`config.mk`:
```
export PLATFORM = sky130hd
export DESIGN_NAME = sync_fifo_uart_tx_flat
export DESIGN_NICKNAME = d
export VERILOG_FILES = /design/src/rtl/sync_fifo_uart_tx_pkg.sv /design/src/rtl/sync_fifo_uart_tx_if.sv /design/src/rtl/sync_fifo_uart_tx_bit_timer.sv /design/src/rtl/sync_fifo_uart_tx.sv /design/src/flat_wrapper.sv
export SDC_FILE = /design/constraint.sdc
export NUM_CORES = 1
export LEC_CHECK = 0
export ABC_AREA = 0
export CAP_MARGIN = 40
export CORE_MARGIN = 5
export CORE_UTILIZATION = 52
export DETAILED_ROUTE_END_ITERATION = 12
export GPL_TIMING_DRIVEN = 0
export PLACE_DENSITY = 0.86
export SYNTH_ARGS = -nofsm -noshare
export SYNTH_HDL_FRONTEND = slang
export SYNTH_SLANG_ARGS = --single-unit
```
`constraint.sdc`:
```
create_clock -name clk -period 2 [get_ports clk]
set_input_delay 0.6 -clock clk [delete_from_list [all_inputs] [get_ports clk]]
set_output_delay 0.6 -clock clk [all_outputs]
set_load 0.01 [all_outputs]
```
`src/rtl/sync_fifo_uart_tx_pkg.sv`:
```
// Shared types and constants for the FIFO-drain UART transmitter.
//   uart_tx_state_t    : transmitter FSM states
//   DEFAULT_DATA_WIDTH : FIFO word / serial payload width
//   frame_len()        : clock cycles occupied by one serial frame
package sync_fifo_pkg;

    typedef enum logic [2:0] {
        IDLE,
        POP,
        LOAD,
        START,
        DATA,
        PARITY,
        STOP
    } uart_tx_state_t;

    localparam int unsigned DEFAULT_DATA_WIDTH = 6;

    function automatic int unsigned frame_len(input int unsigned data_width,
                                              input int unsigned clks_per_bit,
                                              input int unsigned parity_en);
        return (2 + data_width + parity_en) * clks_per_bit;
    endfunction

endpackage

```
`src/rtl/sync_fifo_uart_tx_if.sv`:
```
// Handshake bundle between the sync FIFO / top-level pin mux and the
// UART drain stage.
//   en, fifo_dat, fifo_empty, fifo_wr_en : into the transmitter
//   fifo_rd_en, tx, busy, frame_done     : out of the transmitter
// master: FIFO / environment side, slave: transmitter side.
interface sync_fifo_uart_tx_if
    import sync_fifo_pkg::*;
#(
    parameter int unsigned DATA_WIDTH = DEFAULT_DATA_WIDTH
) ();

    logic                  en;
    logic [DATA_WIDTH-1:0] fifo_dat;
    logic                  fifo_empty;
    logic                  fifo_wr_en;
    logic                  fifo_rd_en;
    logic                  tx;
    logic                  busy;
    logic                  frame_done;

    modport master (
        output en, fifo_dat, fifo_empty, fifo_wr_en,
        input  fifo_rd_en, tx, busy, frame_done
    );

    modport slave (
        input  en, fifo_dat, fifo_empty, fifo_wr_en,
        output fifo_rd_en, tx, busy, frame_done
    );

endinterface

```
`src/rtl/sync_fifo_uart_tx_bit_timer.sv`:
```
// Bit-time down-counter for the UART transmitter.
//   clk, rst_n : clock, asynchronous active-low reset
//   restart_i  : hold the counter at the start of a fresh bit time
//   bit_end_o  : single-cycle tick on the last cycle of each bit time
module uart_bit_timer #(
    parameter int unsigned CLKS_PER_BIT = 4
) (
    input  logic clk,
    input  logic rst_n,
    input  logic restart_i,
    output logic bit_end_o
);

    localparam int unsigned CW = (CLKS_PER_BIT > 1) ? $clog2(CLKS_PER_BIT) : 1;
    localparam logic [CW-1:0] RELOAD = CW'(CLKS_PER_BIT - 1);

    logic [CW-1:0] cnt_q, cnt_d;

    // Reaching zero both ends the bit and reloads for the next one.
    always_comb begin
        cnt_d = cnt_q - CW'(1);
        if (restart_i || (cnt_q == '0)) begin
            cnt_d = RELOAD;
        end
    end

    always_ff @(posedge clk or negedge rst_n) begin
        if (!rst_n) begin
            cnt_q <= '0;
        end else begin
            cnt_q <= cnt_d;
        end
    end

    assign bit_end_o = !restart_i && (cnt_q == '0);

endmodule

```
`src/rtl/sync_fifo_uart_tx.sv`:
```
// Drain stage behind the sync FIFO: pops one word per frame and sends it
// as start bit, data LSB first, optional even parity, stop bit.
//   clk, rst_n        : clock, asynchronous active-low reset
//   bus.en            : permits starting a new frame
//   bus.fifo_dat      : FIFO read data, valid the cycle after an honoured pop
//   bus.fifo_empty    : FIFO empty flag
//   bus.fifo_wr_en    : upstream write strobe (a coinciding pop is dropped)
//   bus.fifo_rd_en    : pop strobe
//   bus.tx            : serial line, idle high
//   bus.busy          : frame in progress (POP through STOP)
//   bus.frame_done    : one-cycle pulse after each stop bit
module sync_fifo_uart_tx
    import sync_fifo_pkg::*;
#(
    parameter int unsigned DATA_WIDTH   = DEFAULT_DATA_WIDTH,
    parameter int unsigned CLKS_PER_BIT = 4,
    parameter int unsigned PARITY_EN    = 1
) (
    input  logic                clk,
    input  logic                rst_n,
    sync_fifo_uart_tx_if.slave  bus
);

    localparam int unsigned IW = (DATA_WIDTH > 1) ? $clog2(DATA_WIDTH) : 1;
    localparam logic [IW-1:0] LAST_IDX = IW'(DATA_WIDTH - 1);

    uart_tx_state_t        state_q, state_d;
    logic [DATA_WIDTH-1:0] shreg_q, shreg_d;
    logic                  par_q, par_d;
    logic [IW-1:0]         idx_q, idx_d;
    logic                  done_q, done_d;
    logic                  restart;
    logic                  bit_end;
    logic                  tx_bit;

    // The timer only runs while a bit is on the line.
    assign restart = !((state_q == START) || (state_q == DATA) ||
                       (state_q == PARITY) || (state_q == STOP));

    uart_bit_timer #(
        .CLKS_PER_BIT(CLKS_PER_BIT)
    ) u_bit_timer (
        .clk       (clk),
        .rst_n     (rst_n),
        .restart_i (restart),
        .bit_end_o (bit_end)
    );

    always_comb begin
        state_d = state_q;
        shreg_d = shreg_q;
        par_d   = par_q;
        idx_d   = idx_q;
        done_d  = 1'b0;
        unique case (state_q)
            IDLE: begin
                if (bus.en && !bus.fifo_empty) state_d = POP;
            end
            POP: begin
                // The FIFO drops a read that collides with a write; retry.
                if (!bus.fifo_wr_en) state_d = LOAD;
            end
            LOAD: begin
                shreg_d = bus.fifo_dat;
                par_d   = ^bus.fifo_dat;
                idx_d   = '0;
                state_d = START;
            end
            START: begin
                if (bit_end) state_d = DATA;
            end
            DATA: begin
                if (bit_end) begin
                    shreg_d = shreg_q >> 1;
                    if (idx_q == LAST_IDX) begin
                        idx_d   = '0;
                        state_d = (PARITY_EN != 0) ? PARITY : STOP;
                    end else begin
                        idx_d = idx_q + IW'(1);
                    end
                end
            end
            PARITY: begin
                if (bit_end) state_d = STOP;
            end
            STOP: begin
                if (bit_end) begin
                    done_d  = 1'b1;
                    state_d = (bus.en && !bus.fifo_empty) ? POP : IDLE;
                end
            end
            default: state_d = IDLE;
        endcase
    end

    always_ff @(posedge clk or negedge rst_n) begin
        if (!rst_n) begin
            state_q <= IDLE;
            shreg_q <= '0;
            par_q   <= 1'b0;
            idx_q   <= '0;
            done_q  <= 1'b0;
        end else begin
            state_q <= state_d;
            shreg_q <= shreg_d;
            par_q   <= par_d;
            idx_q   <= idx_d;
            done_q  <= done_d;
        end
    end

    // Line level is a pure decode of registered state.
    always_comb begin
        tx_bit = 1'b1;
        unique case (state_q)
            START:   tx_bit = 1'b0;
            DATA:    tx_bit = shreg_q[0];
            PARITY:  tx_bit = par_q;
            default: tx_bit = 1'b1;
        endcase
    end

    assign bus.tx         = tx_bit;
    assign bus.fifo_rd_en = (state_q == POP);
    assign bus.busy       = (state_q != IDLE);
    assign bus.frame_done = done_q;

endmodule

```
`src/flat_wrapper.sv`:
```
// flat-port wrapper written by rule: the top's interface ports become plain ports
module sync_fifo_uart_tx_flat import sync_fifo_pkg::*;
#(
    parameter int unsigned DATA_WIDTH   = DEFAULT_DATA_WIDTH,
    parameter int unsigned CLKS_PER_BIT = 4,
    parameter int unsigned PARITY_EN    = 1
)
  (clk, rst_n, bus_en, bus_fifo_dat, bus_fifo_empty, bus_fifo_wr_en, bus_fifo_rd_en, bus_tx, bus_busy, bus_frame_done);
  sync_fifo_uart_tx_if #(.DATA_WIDTH(DATA_WIDTH)) bus_i ();
  input  logic clk;
  input  logic rst_n;
  input wire logic [$bits(bus_i.en)-1:0] bus_en;
  input wire logic [$bits(bus_i.fifo_dat)-1:0] bus_fifo_dat;
  input wire logic [$bits(bus_i.fifo_empty)-1:0] bus_fifo_empty;
  input wire logic [$bits(bus_i.fifo_wr_en)-1:0] bus_fifo_wr_en;
  output wire logic [$bits(bus_i.fifo_rd_en)-1:0] bus_fifo_rd_en;
  output wire logic [$bits(bus_i.tx)-1:0] bus_tx;
  output wire logic [$bits(bus_i.busy)-1:0] bus_busy;
  output wire logic [$bits(bus_i.frame_done)-1:0] bus_frame_done;
  assign bus_i.en = bus_en;
  assign bus_i.fifo_dat = bus_fifo_dat;
  assign bus_i.fifo_empty = bus_fifo_empty;
  assign bus_i.fifo_wr_en = bus_fifo_wr_en;
  assign bus_fifo_rd_en = bus_i.fifo_rd_en;
  assign bus_tx = bus_i.tx;
  assign bus_busy = bus_i.busy;
  assign bus_frame_done = bus_i.frame_done;
  sync_fifo_uart_tx #(.DATA_WIDTH(DATA_WIDTH), .CLKS_PER_BIT(CLKS_PER_BIT), .PARITY_EN(PARITY_EN)) u_core (.clk(clk), .rst_n(rst_n), .bus(bus_i));
endmodule
```
==> results of run 1 <==
## worst max path at each step
stage	cells past startpoint	endpoint	slack, ps
after global routing	4	bus_tx	-2
after floorplan	4	bus_tx	350
final	3	bus_busy	50
after CTS	4	bus_busy	-20
after detailed placement	5	bus_tx	-220
after global placement	5	bus_tx	-190
## logic make-up (layout without fill, tap and decap cells)
| kind of cell | Yosys count | in the layout | synth area share |
|---|---|---|---|
| buf+inv | 15 | 32 | 0.08763 |
| xor+xnor | 8 | 8 | 0.07217 |
| simple gates | 43 | 43 | 0.2191 |
| fa+ha+maj | 2 | 2 | 0.02319 |
| compound gates | 24 | 24 | 0.1856 |
| flops | 16 | 16 | 0.4124 |
## cell type report
class | count | area (um2) | area share
multi-input combinational | 77 | 490.5 | 0.4188
sequential | 16 | 400.4 | 0.3419
timing repair buffer | 16 | 140.1 | 0.1197
buffer | 6 | 57.56 | 0.04915
tap | 25 | 31.28 | 0.02671
inverter | 7 | 28.78 | 0.02457
clock buffer | 3 | 22.52 | 0.01923
## through the flow
step	hold WS (ps)	TNS (ps)	cells	utilization
floorplan	304.4	0	108	-
global placement	416.9	-389.2	147	0.6545
detailed placement	427.6	-539.4	147	0.6545
CTS	439.7	-20.71	150	0.6731
finish	439.9	0	150	0.6710
global route	462.6	-2.641	150	0.6710
## state kept, by name, summed over array words and instances (netlist names)
signal,count
u_core.bus.frame_done,1
u_core.idx_q,3
u_core.par_q,1
u_core.shreg_q,6
u_core.state_q,3
u_core.u_bit_timer.cnt_q,2
## synthesized netlist by cell type
library cell	instances	area, um2
nor2_1	10	37.54
nand2b_1	3	18.77
dfrtp_1	16	400.4
or3_1	2	12.51
o41ai_1	1	8.760
nand4_1	1	6.260
nand3_1	1	5.000
nor3_1	1	5.000
nand3b_4	1	20.02
o21ai_0	6	30.03
o211ai_2	1	12.51
o22ai_1	1	6.260
buf_2	3	15.01
xnor2_1	7	61.31
nor3b_1	1	7.510
ha_1	1	12.51
a31oi_1	6	37.54
xor2_1	1	8.760
a21oi_4	1	16.27
o311ai_0	1	8.760
nand2_1	20	75.07
nor2b_1	2	12.51
clkbuf_1	2	7.510
buf_6	3	33.78
maj3_1	1	10.01
inv_4	1	6.260
o211ai_1	1	7.510
a21oi_1	3	15.01
a31oi_4	1	21.27
nor3b_2	1	12.51
o22a_1	1	8.760
a22oi_1	1	7.510
inv_1	6	22.52
## power breakdown
| part | switching [mW] | internal (mW) |
|---|---|---|
| Combinational | 0.418 | 0.332 |
| Clock | 0.0988 | 0.0702 |
| Sequential | 0.0678 | 0.445 |
| Total | 0.585 | 0.846 |
## metal layers
| layer | share of wire | global-route usage |
|---|---|---|
| met5 | 0 | 0 |
| met3 | 0.051 | 0.02817 |
| met1 | 0.40 | 0.1821 |
| met2 | 0.52 | 0.3143 |
| met4 | 0.032 | 0.1234 |
## what timing repair did
action	4_1_cts	5_1_grt
endpoints found under the setup margin	3	2
gates cloned	0	0
buffers inserted	1	1
gates resized for setup	19	0
pin swaps	1	1
==> results.py, run 1 <==
metrics = {
    "setup_path": {
        "crit_chain": "buf_6 > or3_1 > buf_2",
        "crit_buf_inv": 2,
        "critPathTopFamily": "flip-flops",
        "critPathKind": "register to output pin",
        "startpoint": "u_core.state_q[0]$_DFFE_PN0P_",
        "ff2ff_path_depth": 7,
        "startpoint_type": "register",
        "critPathArrivalTime_ps": 1350,
        "crit-reg2reg-capture": "u_core.idx_q[0]$_DFFE_PN0P_",
        "r2r_slack_ps": 450,
        "crit_slowest_cell": "dfrtp_1",
        "cp_max_fo": 7,
        "required_ps": 1400,
        "worstReg2RegStart": "u_core.u_bit_timer.cnt_q[0]$_DFF_PN0_",
        "end_kind": "output pin",
        "max_stage_delay_ps": 410,
    },
    "yosys": {
        "synthCells": 108,
        "synth.avg_cell_area_um2": 8.990,
        "synth_cell_types": 33,
        "yosys_register_bits": 16,
        "synthesis.area_um2": 970.9,
        "ys_warn_count": 0,
        "ys_seq_area_frac": 0.4124,
        "synth_nets": 120,
    },
    "floorplanning": {
        "dieArea_um2": 2831,
        "core_um2": 1745,
        "initial_utilization": 0.5563,
        "fp.dieW_um": 53.21,
        "num_rows": 15,
        "die_y_um": 53.21,
        "ios": 15,
    },
    "detailed_routing": {
        "routed_wl_um": 2028,
        "wl_per_cell_um": 13.52,
        "routed_via_density": 5.380,
        "drt-initial-drc-count": 12,
        "drc": 0,
        "drtAntennaViolNets": 0,
        "routed-via-count": 807,
        "first_pass_iters": 4,
    },
    "clock_tree": {
        "cts_tree": "built",
        "path_clk_slew_ps": 80,
        "numCtsBuffers": 3,
        "cts_max_level": 1,
        "cts_hold_buf": 0,
        "clk_path_buf_depth": 2,
        "root_buffer": "clkbuf_4",
        "cts_sinks": 16,
        "clock_latency_ps": 290,
    },
    "global_routing": {
        "grt_usage": 0.1754,
        "gr-total-overflow": 0,
        "antenna_found_initial": 0,
        "grt_max_degree": 18,
        "grt_pass1_vias": 878,
        "grt_pass1_wl_um": 3581,
    },
    "timing": {
        "rsz0062_at_grt": "true",
        "max_freq_mhz": 512.2,
        "fin_crit_sh": 0.9763,
        "fin_skew_ps": 3.938,
        "worst_slack_ps": 47.47,
        "drv_slew": 0,
        "final_hold_viol_count": 0,
        "tightestPinTransition_ps": 711.8,
        "period_minus_slack_ps": 1953,
        "setup_viol": 0,
        "relSlewSlack": 0.5240,
    },
    "placed_design": {
        "place_ws_ps": -221.8,
        "portBuffers": 14,
        "gp_routability_congestion": 0.8628,
        "hpwlAfterDp_um": 1509,
        "placed_area_um2": 1142,
    },
    "finish": {
        "mostFrequentLayoutCell": "nand2_1",
        "antenna_cells": 0,
        "drive_above_1_share": 0.1680,
        "nFillCells": 143,
        "syn2layout_area_growth_pct": 20.62,
        "design_area_um2": 1171,
        "fin_nets": 139,
        "layout_common_cells": "nand2_1, dfrtp_1, clkdlybuf4s50_1, nor2_1, xnor2_1",
    },
    "power": {
        "p_leak_nw": 0.5226,
        "power_density_nw_per_um2": 1222,
        "irDropWorstVdd_mv": 0.6065,
        "power_mw": 1.432,
    },
    "worst_hold_path": {
        "hold_depth": 1,
        "min_to": "u_core.u_bit_timer.cnt_q[0]$_DFF_PN0_",
        "min_from": "u_core.u_bit_timer.cnt_q[0]$_DFF_PN0_",
        "min_path_type": "register to register",
    },
    "status": {
        "status": "completed",
    },
    "job": {
        "max_cap_violations": 0,
    },
}
Power figures use the tool's default switching activity.
==> inputs of run 2 (changes only) <==
- CORE_ASPECT_RATIO: default -> 0.6
- CORE_UTILIZATION: 52 -> 40
- CTS_BUF_LIST: default -> sky130_fd_sc_hd__clkbuf_2
- PLACE_DENSITY: 0.86 -> 0.74
- clock period: 2 -> 1.7 ns (I/O delays scaled with it)
==> run 2 against run 1 <==
The flow now finishes with violations (negative setup slack). Register-to-register slack got worse by 300 ps. Non-clock buffer count increased by 1. Sequential power increased by 17%. Final cell count increased by 4.7%. Highest routed layer unchanged. Cell area increased by 1.6%. Wire length increased by 4.3%. First-iteration DRC count increased to 2.7 times the previous value.
==> results.py, run 2 (synthesized netlist as in run 1, its figures left out) <==
metrics = {
    "clock_tree": {
        "path_clk_slew_ps": 160,
        "cts_sinks": 16,
        "cts_max_level": 1,
        "clk_path_buf_depth": 2,
        "clock_latency_ps": 310,
        "cts_tree": "built",
        "cts_hold_buf": 0,
        "numCtsBuffers": 3,
        "root_buffer": "clkbuf_2",
    },
    "finish": {
        "nFillCells": 219,
        "syn2layout_area_growth_pct": 22.55,
        "fin_util": 0.5301,
        "drive_above_1_share": 0.1811,
        "layout_common_cells": "nand2_1, dfrtp_1, nor2_1, clkdlybuf4s50_1, xnor2_1",
        "fin_nets": 140,
        "top_regs": "u_core.shreg_q (6), u_core.idx_q (3), u_core.state_q (3)",
        "mostFrequentLayoutCell": "nand2_1",
        "top_register": "u_core.shreg_q",
        "finalNonFillerCells": 157,
        "largest_reg_flops": 6,
        "multi_input_area_um2": 490.5,
        "design_area_um2": 1190,
        "antenna_cells": 0,
        "regArea_um2": 401.6,
    },
    "timing": {
        "period_minus_slack_ps": 1859,
        "relSlewSlack": 0.4939,
        "fin_crit_sh": 1.093,
        "drv_slew": 0,
        "max_freq_mhz": 538.1,
        "final_hold_viol_count": 0,
        "setup_viol": 3,
        "rsz0062_at_grt": "true",
        "worst_slack_ps": -158.5,
        "tightestPinTransition_ps": 756.7,
        "fin_skew_ps": 4.544,
        "fin_setup_tns_ps": -387.5,
    },
    "placed_design": {
        "hpwlAfterDp_um": 1607,
        "place_ws_ps": -422.8,
        "placed_cells": 152,
        "gp_routability_congestion": 0.8410,
        "placed_area_um2": 1149,
        "portBuffers": 14,
    },
    "power": {
        "p_seq_frac": 0.353,
        "p_switching_uw": 712.3,
        "pwr-share-clk": 0.110,
        "switching_share": 0.4202,
        "power_frac_comb": 0.537,
        "power_density_nw_per_um2": 1425,
        "power.internal_uw": 982.8,
        "irDropWorstVdd_mv": 0.5380,
        "p_leak_nw": 0.5335,
    },
    "setup_path": {
        "startpoint_type": "register",
        "r2r_slack_ps": 150,
        "crit_slowest_cell": "dfrtp_2",
        "critPathArrivalTime_ps": 1350,
        "cp_max_fo": 4,
        "end_kind": "output pin",
        "critPathKind": "register to output pin",
        "required_ps": 1190,
        "crit_chain": "buf_6 > or3_1 > buf_2",
        "max_stage_delay_ps": 450,
        "crit_buf_inv": 2,
        "critPathTopFamily": "flip-flops",
    },
    "floorplanning": {
        "ios": 15,
        "initial_utilization": 0.4326,
        "dieArea_um2": 3545,
        "fp.dieW_um": 73.61,
        "core_um2": 2245,
        "die_y_um": 48.16,
        "num_rows": 13,
    },
    "global_routing": {
        "grt_max_degree": 18,
        "grt_pass1_wl_um": 3553,
        "gr-total-overflow": 0,
        "grt_pass1_vias": 742,
        "antenna_found_initial": 0,
        "grt_usage": 0.1369,
    },
    "detailed_routing": {
        "wl_met2_um": 929,
        "routed_via_density": 5.134,
        "wl_met3_um": 137,
        "top_layer": "met4",
        "routed-via-count": 806,
        "met1_length_um": 1041,
        "drtAntennaViolNets": 0,
        "wl_per_cell_um": 13.47,
        "routed_wl_um": 2115,
        "drc": 0,
        "drt-initial-drc-count": 32,
        "first_pass_iters": 4,
    },
    "status": {
        "failed_checks": "negative setup slack",
        "status": "finished, violations left",
    },
    "job": {
        "max_cap_violations": 0,
    },
    "worst_hold_path": {
        "min_path_type": "register to register",
    },
}
==> run 2: cell count changes in the layout (fill, tap and decap cells not counted), sizes merged <==
cell,before,now
clkinv,0,1
dlygate4sd2,0,1
clkdlybuf4s50,11,10
clkbuf,4,5
==> run 2: path summary, 6_finish.rpt <==
path | end | depth (start not counted) | from
worst min-delay path | u_core.u_bit_timer.cnt_q[0]$_DFF_PN0_ | 1 | u_core.u_bit_timer.cnt_q[0]$_DFF_PN0_
worst max-delay path | bus_busy | 3 | u_core.state_q[0]$_DFFE_PN0P_
worst max register to register | u_core.shreg_q[3]$_DFFE_PN0P_ | 7 | u_core.u_bit_timer.cnt_q[0]$_DFF_PN0_
min in group asynchronous | u_core.bus.frame_done$_DFF_PN0_ | 1 | rst_n
max in group asynchronous | u_core.state_q[0]$_DFFE_PN0P_ | 1 | rst_n
worst min register to register | u_core.u_bit_timer.cnt_q[0]$_DFF_PN0_ | 1 | u_core.u_bit_timer.cnt_q[0]$_DFF_PN0_
==> run 2: final cells by class <==
type / instances / area share
multi-input cells: 77 / 0.4122
flip-flops and latches: 16 / 0.3375
repair buffers: 17 / 0.1230
plain buffers: 6 / 0.05573
well taps: 30 / 0.03155
inverters: 7 / 0.02419
clock buffers: 3 / 0.01262
clock inverters: 1 / 0.003155
==> run 2: power groups by stage <==
stage / sequential [mW] / clock, mW / combinational (mW)
finish: 0.598 / 0.186 / 0.911
global route: 0.617 / 0.207 / 1.01
CTS: 0.599 / 0.186 / 0.910
detailed placement: 0.600 / 0 / 0.876
global placement: 0.596 / 0 / 0.844
floorplan: 0.586 / 0 / 0.644
==> run 2: through the flow <==
step | hold slack, ps | total power, mW
after floorplan | 214.4 | 1.230
after global placement | 417.5 | 1.440
after detailed placement | 424.8 | 1.475
after CTS | 444.3 | 1.694
after global routing | 455.2 | 1.839
final | 443.3 | 1.695
==> run 2: timing repair <==
item	CTS	global route
endpoints found under the setup margin	4	5
resized for setup	20	1
endpoints found under the hold margin	0	0
pin swaps	1	1
buffers inserted	3	0
==> run 2: metal layers <==
| metal | global-route usage | vias up |
|---|---|---|
| met2 | 0.2060 | 18 |
| met1 | 0.1887 | 381 |
| met5 | 0 | - |
| met4 | 0.02888 | 0 |
| met3 | 0.05350 | 2 |
| li1 | - | 405 |
==> inputs of run 3 (changes only) <==
- SKIP_LAST_GASP: default -> 1
==> run 3 against run 2 <==
The flow still finishes with violations (negative setup slack). Critical path type unchanged. Fmax rose by 0.31%. Utilization shrank 0.11 points. Clock skew is 0.77 ps lower. Total power down 0.22%. Non-clock buffer count did not move.
==> results.py, run 3 (synthesized netlist as in run 1, its figures left out) <==
metrics = {
    "setup_path": {
        "cp_max_fo": 4,
        "startpoint_type": "register",
        "r2r_slack_ps": 130,
        "worstReg2RegStart": "u_core.u_bit_timer.cnt_q[0]$_DFF_PN0_",
        "required_ps": 1190,
        "critPathArrivalTime_ps": 1340,
        "critPathKind": "register to output pin",
        "startpoint": "u_core.state_q[0]$_DFFE_PN0P_",
        "end_kind": "output pin",
        "crit_end": "bus_busy",
        "crit-reg2reg-capture": "u_core.shreg_q[3]$_DFFE_PN0P_",
        "ff2ff_path_depth": 7,
    },
    "clock_tree": {
        "path_clk_slew_ps": 160,
        "cts_tree": "built",
        "cts_sinks": 16,
        "clk_path_buf_depth": 2,
        "clock_latency_ps": 300,
        "root_buffer": "clkbuf_2",
        "cts_max_level": 1,
        "numCtsBuffers": 3,
        "cts_hold_buf": 0,
    },
    "power": {
        "p_leak_nw": 0.5341,
        "power_density_nw_per_um2": 1424,
        "power_mw": 1.691,
        "irDropWorstVdd_mv": 0.5400,
    },
    "floorplanning": {
        "die_y_um": 48.16,
        "initial_utilization": 0.4326,
        "core_um2": 2245,
        "ios": 15,
        "dieArea_um2": 3545,
        "fp.dieW_um": 73.61,
        "num_rows": 13,
    },
    "placed_design": {
        "gp_routability_congestion": 0.8410,
        "placed_cells": 152,
        "portBuffers": 14,
        "hpwlAfterDp_um": 1607,
    },
    "finish": {
        "top_register": "u_core.shreg_q",
        "syn2layout_area_growth_pct": 22.29,
        "largest_reg_flops": 6,
        "top_regs": "u_core.shreg_q (6), u_core.idx_q (3), u_core.state_q (3)",
        "nFillCells": 218,
        "regArea_um2": 401.6,
        "mostFrequentLayoutCell": "nand2_1",
        "finalNonFillerCells": 157,
        "drive_above_1_share": 0.1811,
        "fin_nets": 140,
        "multi_input_area_um2": 490.5,
        "fin_util": 0.5290,
        "antenna_cells": 0,
        "layout_common_cells": "nand2_1, dfrtp_1, nor2_1, clkdlybuf4s50_1, xnor2_1",
    },
    "global_routing": {
        "gr-total-overflow": 0,
        "antenna_found_initial": 0,
        "grt_pass1_vias": 742,
        "grt_usage": 0.1369,
        "grt_pass1_wl_um": 3553,
        "grt_max_degree": 18,
    },
    "timing": {
        "rsz0062_at_grt": "true",
        "fin_crit_sh": 1.090,
        "tightestPinTransition_ps": 770.8,
        "period_minus_slack_ps": 1853,
        "final_hold_viol_count": 0,
        "drv_slew": 0,
        "setup_viol": 3,
        "fin_skew_ps": 3.776,
        "max_freq_mhz": 539.7,
        "worst_slack_ps": -152.8,
        "relSlewSlack": 0.4845,
    },
    "detailed_routing": {
        "routed_via_density": 5.134,
        "routed_wl_um": 2114,
        "drtAntennaViolNets": 0,
        "drt-initial-drc-count": 32,
        "wl_per_cell_um": 13.46,
        "routed-via-count": 806,
        "drc": 0,
        "first_pass_iters": 4,
    },
    "job": {
        "max_cap_violations": 0,
    },
    "worst_hold_path": {
        "min_path_type": "register to register",
    },
    "status": {
        "failed_checks": "negative setup slack",
        "status": "finished, violations left",
    },
}
## run 3: metrics by stage
stage	setup slack (ps)	setup TNS, ps	hold slack, ps	cell area (um2)
global route	-214.9	-619.2	455.2	1187
CTS	-154.6	-404.4	444.3	1187
detailed placement	-422.8	-1077	424.8	1149
global placement	-433.8	-1095	417.5	1149
finish	-152.8	-369.5	443.1	1187
floorplan	138.3	0	214.4	970.9
## run 3: layer usage
| metal | routed length [um] | part of all wire | global-route usage | vias up |
|---|---|---|---|---|
| met1 | 1048 | 0.50 | 0.1887 | 383 |
| met3 | 122 | 0.058 | 0.05350 | 2 |
| met2 | 935 | 0.44 | 0.2060 | 17 |
| met4 | 8 | 0.0038 | 0.02888 | 0 |
| li1 | - | - | - | 404 |
| met5 | 0 | 0 | 0 | - |
## run 3: layout make-up
| type | count | area share |
|---|---|---|
| multi-input cells | 77 | 0.4131 |
| flip-flops and latches | 16 | 0.3383 |
| repair buffers | 17 | 0.1233 |
| plain buffers | 6 | 0.05374 |
| well taps | 30 | 0.03161 |
| inverters | 7 | 0.02424 |
| clock buffers | 3 | 0.01264 |
| clock inverters | 1 | 0.003161 |
## run 3: repair_timing
action / CTS / global route
endpoints found under the setup margin: 4 / 5
endpoints found under the hold margin: 0 / 0
buffers inserted: 3 / 0
resized for setup: 20 / 0
pin swaps: 0 / 2
## run 3: how the worst min path moves through the flow
stage / from / cells past startpoint / endpoint
3_5_place_dp: u_core.u_bit_timer.cnt_q[0]$_DFF_PN0_ / 1 / u_core.u_bit_timer.cnt_q[0]$_DFF_PN0_
3_3_place_gp: u_core.u_bit_timer.cnt_q[0]$_DFF_PN0_ / 1 / u_core.u_bit_timer.cnt_q[0]$_DFF_PN0_
5_1_grt: u_core.u_bit_timer.cnt_q[0]$_DFF_PN0_ / 1 / u_core.u_bit_timer.cnt_q[0]$_DFF_PN0_
2_1_floorplan: rst_n / 0 / u_core.bus.frame_done$_DFF_PN0_
4_1_cts: u_core.u_bit_timer.cnt_q[0]$_DFF_PN0_ / 1 / u_core.u_bit_timer.cnt_q[0]$_DFF_PN0_
6_report: u_core.u_bit_timer.cnt_q[0]$_DFF_PN0_ / 1 / u_core.u_bit_timer.cnt_q[0]$_DFF_PN0_
## run 3: power by group
part	internal, mW	switching [mW]
registers	0.523	0.0751
clock network	0.0511	0.133
logic	0.406	0.503
total	0.980	0.711
## run 3: critical path, cell delays in order (launching register included)
cell and delay, ps:
dfrtp_2 450, buf_6 120, or3_1 330, buf_2 150
